## config.mk

```make
export PLATFORM = sky130hd
export DESIGN_NAME = trees_job_ctrl
export DESIGN_NICKNAME = d
export VERILOG_FILES = /design/src/rtl/trees_ctrl_pkg.sv /design/src/rtl/trees_stream_addr_gen.sv /design/src/rtl/trees_job_ctrl.sv
export SDC_FILE = /design/constraint.sdc
export NUM_CORES = 1
export LEC_CHECK = 0
export CORE_AREA = 8 8 152 154
export CTS_CLUSTER_DIAMETER = 200
export DETAILED_ROUTE_END_ITERATION = 6
export DIE_AREA = 0 0 160 162
export PLACE_DENSITY = 0.65
export SETUP_SLACK_MARGIN = 0.4
export SLEW_MARGIN = 40
export SYNTH_ARGS = -nofsm -noshare
export SYNTH_HDL_FRONTEND = slang
export SYNTH_SLANG_ARGS = --single-unit
```

## constraint.sdc

```tcl
create_clock -name clk -period 4.9 [get_ports clk]
set_input_delay 1.225 -clock clk [delete_from_list [all_inputs] [get_ports clk]]
set_output_delay 1.225 -clock clk [all_outputs]
set_load 0.01 [all_outputs]
```

## src/rtl/trees_ctrl_pkg.sv

```systemverilog
// Shared types, widths and word-count helpers for the tree-ensemble job sequencer.
package trees_ctrl_pkg;

   localparam int N_TREES          = 16;
   localparam int N_NODE_AND_LEAFS = 256;
   localparam int N_FEATURE        = 32;
   localparam int MAX_BURST        = 5000;
   localparam int PREDS_PER_WORD   = 8;

   localparam int BURST_W = $clog2(MAX_BURST) + 1;
   localparam int FADDR_W = $clog2(MAX_BURST * N_FEATURE / 2);
   localparam int NODE_W  = $clog2(N_NODE_AND_LEAFS);
   localparam int TREE_W  = $clog2(N_TREES);
   localparam int CNT_W   = FADDR_W;

   typedef enum logic [2:0] {
      IDLE,
      LOAD_MODEL,
      LOAD_FEAT,
      START,
      RUN,
      SETTLE,
      DRAIN
   } job_state_t;

   function automatic logic [CNT_W-1:0] model_words();
      return CNT_W'(N_TREES * N_NODE_AND_LEAFS);
   endfunction

   function automatic logic [CNT_W-1:0] feat_words(input logic [BURST_W-1:0] burst);
      return CNT_W'(burst) * CNT_W'(N_FEATURE / 2);
   endfunction

   function automatic logic [CNT_W-1:0] pred_words(input logic [BURST_W-1:0] burst);
      return (CNT_W'(burst) + CNT_W'(PREDS_PER_WORD - 1)) / CNT_W'(PREDS_PER_WORD);
   endfunction

endpackage

```

## src/rtl/trees_stream_addr_gen.sv

```systemverilog
// Loadable word counter with a last-word flag; one instance serves the model,
// feature and prediction phases in turn.
module trees_stream_addr_gen
   import trees_ctrl_pkg::*;
(
   input  logic             clk,
   input  logic             rst,
   input  logic             i_load,
   input  logic [CNT_W-1:0] i_last,
   input  logic             i_inc,
   output logic [CNT_W-1:0] o_cnt,
   output logic             o_last
);

   logic [CNT_W-1:0] r_cnt;
   logic [CNT_W-1:0] r_last;

   // Load restarts the count at zero with a new terminal index; otherwise step.
   always_ff @(posedge clk or posedge rst) begin
      if (rst) begin
         r_cnt  <= '0;
         r_last <= '0;
      end else if (i_load) begin
         r_cnt  <= '0;
         r_last <= i_last;
      end else if (i_inc) begin
         r_cnt  <= r_cnt + CNT_W'(1);
      end
   end

   assign o_cnt  = r_cnt;
   assign o_last = (r_cnt == r_last);

endmodule

```

## src/rtl/trees_job_ctrl.sv

```systemverilog
// Job sequencer: loads model/features into the accelerator, starts it and drains predictions.
// Optional cycle counters enabled with TREES_JOB_CTRL_PERF_EN.
module trees_job_ctrl
   import trees_ctrl_pkg::*;
(
   input  logic               clk,
   input  logic               rst,
   input  logic               cfg_valid,
   output logic               cfg_ready,
   input  logic               cfg_load_model,
   input  logic [BURST_W-1:0] cfg_burst_len,
   input  logic               in_valid,
   output logic               in_ready,
   input  logic [63:0]        in_data,
   output logic               out_valid,
   input  logic               out_ready,
   output logic [63:0]        out_data,
   output logic               busy,
   output logic               err,
   output logic               acc_load_trees,
   output logic [NODE_W-1:0]  acc_n_node,
   output logic [TREE_W-1:0]  acc_n_tree,
   output logic [63:0]        acc_tree_nodes,
   output logic               acc_load_features,
   output logic [FADDR_W-1:0] acc_feature_addr,
   output logic [63:0]        acc_features2,
   output logic [BURST_W-1:0] acc_burst_len,
   output logic               acc_start,
   input  logic               acc_done,
   output logic [BURST_W-1:0] acc_prediction_addr,
   input  logic [63:0]        acc_prediction
`ifdef TREES_JOB_CTRL_PERF_EN
   ,
   output logic [31:0]        perf_run_cycles,
   output logic [31:0]        perf_stall_cycles
`endif
);

   job_state_t       r_state;
   logic [BURST_W-1:0] r_burst;
   logic             r_err;

   logic             w_cfg_ok;
   logic             w_load;
   logic             w_inc;
   logic [CNT_W-1:0] w_last_val;
   logic [CNT_W-1:0] w_cnt;
   logic             w_last;
   logic             w_in_model;
   logic             w_in_feat;
   logic             w_drain;

   assign w_cfg_ok = (cfg_burst_len != BURST_W'(0)) && (cfg_burst_len <= BURST_W'(MAX_BURST));

   trees_stream_addr_gen u_addr_gen (
      .clk    (clk),
      .rst    (rst),
      .i_load (w_load),
      .i_last (w_last_val),
      .i_inc  (w_inc),
      .o_cnt  (w_cnt),
      .o_last (w_last)
   );

   // Counter is reloaded at each phase entry with that phase's last word index.
   always_comb begin
      w_load     = 1'b0;
      w_inc      = 1'b0;
      w_last_val = '0;
      case (r_state)
         IDLE: begin
            if (cfg_valid && w_cfg_ok) begin
               w_load     = 1'b1;
               w_last_val = cfg_load_model ? (model_words() - CNT_W'(1))
                                           : (feat_words(cfg_burst_len) - CNT_W'(1));
            end else begin
               w_load = 1'b0;
            end
         end
         LOAD_MODEL: begin
            if (in_valid && w_last) begin
               w_load     = 1'b1;
               w_last_val = feat_words(r_burst) - CNT_W'(1);
            end else begin
               w_inc = in_valid;
            end
         end
         LOAD_FEAT: w_inc = in_valid && !w_last;
         SETTLE: begin
            w_load     = 1'b1;
            w_last_val = pred_words(r_burst) - CNT_W'(1);
         end
         DRAIN:   w_inc = out_ready && !w_last;
         default: w_inc = 1'b0;
      endcase
   end

   // Job state machine; err is a registered one-cycle pulse for a rejected descriptor.
   always_ff @(posedge clk or posedge rst) begin
      if (rst) begin
         r_state <= IDLE;
         r_burst <= '0;
         r_err   <= 1'b0;
      end else begin
         r_err <= 1'b0;
         case (r_state)
            IDLE: begin
               if (cfg_valid) begin
                  if (w_cfg_ok) begin
                     r_burst <= cfg_burst_len;
                     r_state <= cfg_load_model ? LOAD_MODEL : LOAD_FEAT;
                  end else begin
                     r_err <= 1'b1;
                  end
               end
            end
            LOAD_MODEL: if (in_valid && w_last) r_state <= LOAD_FEAT;
            LOAD_FEAT:  if (in_valid && w_last) r_state <= START;
            START:      r_state <= RUN;
            RUN:        if (acc_done) r_state <= SETTLE;
            SETTLE:     r_state <= DRAIN;
            DRAIN:      if (out_ready && w_last) r_state <= IDLE;
            default:    r_state <= IDLE;
         endcase
      end
   end

   assign w_in_model = (r_state == LOAD_MODEL);
   assign w_in_feat  = (r_state == LOAD_FEAT);
   assign w_drain    = (r_state == DRAIN);

   assign cfg_ready = (r_state == IDLE);
   assign busy      = (r_state != IDLE);
   assign err       = r_err;
   assign in_ready  = w_in_model || w_in_feat;

   // Address/data ports are forced to zero outside their phase so idle outputs stay quiet.
   assign acc_load_trees      = w_in_model && in_valid;
   assign acc_n_tree          = w_in_model ? w_cnt[NODE_W +: TREE_W] : '0;
   assign acc_n_node          = w_in_model ? w_cnt[NODE_W-1:0] : '0;
   assign acc_tree_nodes      = w_in_model ? in_data : '0;
   assign acc_load_features   = w_in_feat && in_valid;
   assign acc_feature_addr    = w_in_feat ? w_cnt : '0;
   assign acc_features2       = w_in_feat ? in_data : '0;
   assign acc_burst_len       = r_burst;
   assign acc_start           = (r_state == START);
   assign out_valid           = w_drain;
   assign out_data            = w_drain ? acc_prediction : '0;
   assign acc_prediction_addr = w_drain ? w_cnt[BURST_W-1:0] : '0;

`ifdef TREES_JOB_CTRL_PERF_EN
   logic [31:0] r_perf_run;
   logic [31:0] r_perf_stall;

   // Cleared on each accepted descriptor and held once the job returns to IDLE.
   always_ff @(posedge clk or posedge rst) begin
      if (rst) begin
         r_perf_run   <= 32'd0;
         r_perf_stall <= 32'd0;
      end else if ((r_state == IDLE) && cfg_valid && w_cfg_ok) begin
         r_perf_run   <= 32'd0;
         r_perf_stall <= 32'd0;
      end else begin
         if (r_state == RUN) begin
            r_perf_run <= r_perf_run + 32'd1;
         end
         if (((w_in_model || w_in_feat) && !in_valid) || (w_drain && !out_ready)) begin
            r_perf_stall <= r_perf_stall + 32'd1;
         end
      end
   end

   assign perf_run_cycles   = r_perf_run;
   assign perf_stall_cycles = r_perf_stall;
`endif

endmodule
```

After elaboration in Yosys (flattened, before gate mapping) --
Index checks and enable logic that the tools add are counted.
Word-level totals: bits in registers 52, input bits 149
Cells by class: add/subtract/negate cells 5, order comparisons 1, eq/ne operators 13, multiplexer cells 29, reduce and logical (&&, ||, !) cells 16
Operators with widths (count):
- 64-bit two-way mux | 3
- 17-bit two-way mux | 6
- 17-bit case mux with 3 select lines | 1
- 17-bit by 1-bit subtractor with 17-bit output, second input constant | 2
- 3-bit case mux with 7 select lines | 1
- 3-bit two-way mux | 6
- 17-bit by 1-bit adder with 17-bit output, second input constant | 1
- 17-bit == test | 1
- 14-bit by 3-bit adder with 15-bit output, second input constant | 1
- 14-bit by 13-bit <= comparator with 1-bit output, second input constant | 1
- 14-bit two-way mux | 1
- 14-bit nonzero test | 1
- 12-bit by 1-bit subtractor with 13-bit output, second input constant | 1
- 3-bit == test, second input constant | 3
- 1-bit logical AND | 8
- 8-bit two-way mux | 1
- 2-bit by 1-bit inequality test with 1-bit output, second input constant | 4
- 3-bit by 2-bit == test with 1-bit output, second input constant | 2
- 1-bit two-way mux | 6
- 1-bit case mux with 3 select lines | 2
- 6-bit AND reduction | 1
- 4-bit two-way mux | 1
- 2-bit inequality test, second input constant | 2
- 3-bit by 1-bit == test with 1-bit output, second input constant | 1
- other kinds (7) | 7

Depth between registers and ports, before layout --
depth in word-level cells 6, gate-level depth with buffers 11, gate-level depth less buffers 11

Hierarchy --
Synthesis repeated with hierarchy kept, for this count alone.
Second synthesis, totals: cells, all modules 722, area total of the unflattened synthesis 5570.3 um2
Modules (own cells, without submodules):
- trees_job_ctrl | instances 1, cells an instance 581, area each 3938.8 um2, seq. area each 450.4 um2
- trees_stream_addr_gen | instances 1, cells an instance 141, area each 1631.6 um2, seq. area each 850.8 um2

Worst setup path after synthesis --
OpenSTA, ideal clock, no wires.
kind in2reg, from input port cfg_burst_len[0], to register u_addr_gen.r_last[2], arrival time 2.980 ns, required time 4.774 ns, setup slack 1.794 ns, cell stages on the path 9, path buffers 1, cell sequence inv_1 -> ha_1 -> nand2b_1 -> a2111oi_0 -> o2111ai_1 -> a21oi_4 -> o31ai_1 -> buf_2 -> a221o_1
Between the ends: word-level cells in the longest chain between the ends 5, elaborated cells between the ends (all ways) 8, those cells by class 1 x order compare; 4 x mux; 3 x reduce/logical
Ends and longest elaborated chain:
- start: declaration | line trees_job_ctrl.sv:11 | input logic [BURST_W-1:0] cfg_burst_len,
- 14-bit by 13-bit <= comparator with 1-bit output / 14-bit nonzero test (equally long branches) | line trees_job_ctrl.sv:53 | assign w_cfg_ok = (cfg_burst_len != BURST_W'(0)) && (cfg_burst_len <= BURST_W'(MAX_BURST));
- 1-bit logical AND (*) | line trees_job_ctrl.sv:53
- 1-bit logical AND (*) | line trees_job_ctrl.sv:72 | if (cfg_valid && w_cfg_ok) begin
- 17-bit two-way mux / 1-bit two-way mux (equally long branches) | line trees_job_ctrl.sv:72
- 17-bit case mux with 3 select lines / 1-bit case mux with 3 select lines (equally long branches) | line trees_job_ctrl.sv:70 | case (r_state)
- end signal: assignment | line trees_stream_addr_gen.sv:25 | r_last <= i_last;
- end: declaration | line trees_stream_addr_gen.sv:16 | logic [CNT_W-1:0] r_last;
Mark *: on every way between the ends. The rest lies on a longest branch, timed or not. A chain may end at the register's enable or synchronous reset.

Worst setup path after layout --
from input port in_data[3], to output port acc_features2[3]
Between the ends: word-level cells in the longest chain between the ends 1
Ends and longest elaborated chain:
- start: declaration | line trees_job_ctrl.sv:14 | input logic [63:0] in_data,
- 64-bit two-way mux | line trees_job_ctrl.sv:144 | assign acc_features2 = w_in_feat ? in_data : '0;
- end: declaration | line trees_job_ctrl.sv:26 | output logic [63:0] acc_features2,
Every way passes these cells.

==> flow_metrics.env <==
export IMPL_clk_pin_slew_ps=80
export IMPL_switching_share_pct=46.88
export IMPL_insertion_delay_ps=300
export IMPL_hold_viol_final=0
export IMPL_rows=53
export IMPL_syn_nets=863
export IMPL_fin_crit_sh_pct=80.78
export IMPL_drv_cap=0
export IMPL_wl_met1_mm=15.34
export IMPL_cts_tree="yes"
export IMPL_power_internal_uw=2239
export IMPL_cellLeakagePower_uw=0.003802
export IMPL_p_sw_uw=1975
export IMPL_fin_skew_ps=8.606
export IMPL_p_comb_share_pct=70.5
export IMPL_vdd_drop_max_mv=0.3104
export IMPL_grt_overflow_total=0
export IMPL_cts_sinks=52
export IMPL_final_common_cell="clkdlybuf4s50_1"
export IMPL_final_setup_viol_count=0
export IMPL_rsz0062_at_grt="false"
export IMPL_pwr_share_seq_pct=20.8
export IMPL_core_area_um2=20690
export IMPL_reg2reg_slack_ps=2030
export IMPL_ant_nets=0
export IMPL_vias=6599
export IMPL_antenna_found_initial=18
export IMPL_relSlewSlack_pct=48.54
export IMPL_avgSynthCellArea_um2=7.601
export IMPL_slew_viol_final=0
export IMPL_dr_pass1_iters=5
export IMPL_start_util_pct=26.08
export IMPL_wl_met3_mm=4.947
export IMPL_cts_made_buffers=5
export IMPL_ys_async_sr_fraction_pct=100.0
export IMPL_htree_levels=2
export IMPL_synth_distinct_cells=64
export IMPL_routed_top_layer="met5"
export IMPL_viasPerCell=4.852
export IMPL_synth_edf_count=0
export IMPL_hold_path_class="flip-flop to flip-flop"
export IMPL_worstPathMaxFanout=2
export IMPL_grt_pass1_vias=6763
export IMPL_fmax_ghz=0.2526
export IMPL_dp_hpwl_mm=31.74
export IMPL_first_iter_violations=470
export IMPL_status="finished, final reports clean"
export IMPL_die_width_um=160
export IMPL_die_area_um2=25920
export IMPL_whs_ps=528.4
export IMPL_ys_seq_elements=52
export IMPL_final_nets=1229
export IMPL_wl_met2_mm=16.11
export IMPL_root_buffer="clkbuf_16"
export IMPL_area_growth_pct=82.08
export IMPL_route_detailed_drc=0
export IMPL_hold_buffers=0
export IMPL_ys_warn_count=0
export IMPL_grt_max_degree=81
export IMPL_layout_drive_gt1_share_pct=3.528
export IMPL_period_needed_ps=3958
export IMPL_synth_main_ff_cell="dfrtp_1"
export IMPL_final_util_pct=47.49
export IMPL_crit_path_start_kind="input pin"
export IMPL_cts_setup_buffers=0
export IMPL_io_buffers=405
export IMPL_endpoint_kind="output port"
export IMPL_required_ps=3670
export IMPL_crit_arrival_ps=2730
export IMPL_p_clk_share_pct=8.7
export IMPL_fin_tns_setup_ps=0
export IMPL_cts_resized=0
export IMPL_layout_common_cells="clkdlybuf4s50_1, and2_1, nand2_1"
export IMPL_fp_dieH_um=162
export IMPL_worst_slew_pin_slew_ps=769.1
export IMPL_clock_path_buffers=2
export IMPL_gp_congestion=0.9760
export IMPL_wl_mm=37.06
export IMPL_pin_count=406
export IMPL_critPathKind="input pin to output port"
export IMPL_synth_area_um2=5396
export IMPL_wl_per_cell_um=27.25
export IMPL_grt_usage_pct=27.78
export IMPL_ys_seq_area_share_pct=24.11
export IMPL_grt_pass1_wl_mm=51.98
export IMPL_pwr_density_cell_nw_per_um2=428.9
export IMPL_syn_inst=710
==> metal layers <==
layer	GRT usage [%]	up-vias
met1	32.74	3060
met3	16.17	44
met5	0	-
met2	42.26	387
li1	-	3100
met4	7.477	8
==> logic make-up (layout without fill, tap and decap cells) <==
kind of cell    after synthesis  after routing  share of synthesized area, %
buf+inv                      65            432                         5.286
simple gates                432            432                         46.16
other cells                   0              8                             0
xor+xnor                     68             68                         11.04
compound gates               85             85                         11.73
mux                           4              4                        0.7420
fa+ha+maj                     4              4                        0.9275
flops                        52             52                         24.11
==> state kept, by name, summed over array words and instances, names as in the netlist <==
signal             count
u_addr_gen.o_cnt      17
u_addr_gen.r_last     17
acc_burst_len         14
r_state                3
err                    1
==> synthesized netlist by cell type, drive strengths merged, types with 2 or more instances <==
cell type	number	area share (%)
o21ai	20	1.9
a221o	7	1.3
o31a	4	0.67
nor2	34	2.4
o2111ai	2	0.32
nand4	4	0.46
o22a	6	0.97
nor4	12	1.6
dfrtp	52	24
nor3	22	2.3
o21a	3	0.42
o22ai	8	0.93
buf	18	2.0
nand2b	6	0.70
nand2	65	4.5
nor3b	3	0.51
inv	11	0.77
clkbuf	36	2.5
a211o	2	0.32
or2	2	0.23
mux2i	4	0.74
o31ai	6	1.1
or3	5	0.67
o211ai	6	0.93
a21oi	10	1.1
nand3	21	2.3
and2	239	28
xnor2	41	6.7
nor2b	6	0.83
ha	4	0.93
xor2	27	4.4
and3	7	0.81
o32ai	2	0.32
==> worst max-delay path: stages <==
cell and delay [ps]:
clkdlybuf4s50_1 520, and2_1 360, clkdlybuf4s50_1 620
==> through the flow <==
step	total power [uW]	area, um^2	instances	worst slack [ps]
6_report	4214	9826	1360	941.9
5_1_grt	4477	9823	1359	681.3
4_1_cts	4220	9806	1352	952.0
3_5_place_dp	3832	9654	1344	724.6
3_3_place_gp	3853	9648	1344	840.9
2_1_floorplan	2263	5396	710	1794
==> power by group through the flow <==
stage	clock network, uW	logic (uW)	registers, uW
4_1_cts	371	2980	868
6_report	367	2970	876
3_3_place_gp	0	2970	881
5_1_grt	387	3190	900
3_5_place_dp	0	2960	875
2_1_floorplan	0	1560	705
==> worst paths after layout <==
check                                     startpoint               endpoint  cells after the start
worst max-delay path                      in_data[3]       acc_features2[3]                      3
worst min-delay path            u_addr_gen.r_last[7]   u_addr_gen.r_last[7]                      2
worst max register to register            r_state[2]  u_addr_gen.r_last[14]                      7
worst min register to register  u_addr_gen.r_last[7]   u_addr_gen.r_last[7]                      2
max in group asynchronous                        rst   u_addr_gen.o_cnt[11]                      3
min in group asynchronous                        rst      acc_burst_len[10]                      2
==> layout make-up <==
| class | instances | area, um^2 |
|---|---|---|
| Inverter | 11 | 41.29 |
| Timing Repair Buffer | 413 | 4139 |
| Tap cell | 275 | 344.1 |
| Antenna cell | 8 | 20.02 |
| Multi-Input combinational cell | 593 | 3829 |
| Sequential cell | 52 | 1301 |
| Fill cell | 2064 | 10860 |
| Clock buffer | 5 | 125.1 |
| Clock inverter | 3 | 26.28 |
Power figures use the tool's default switching activity.
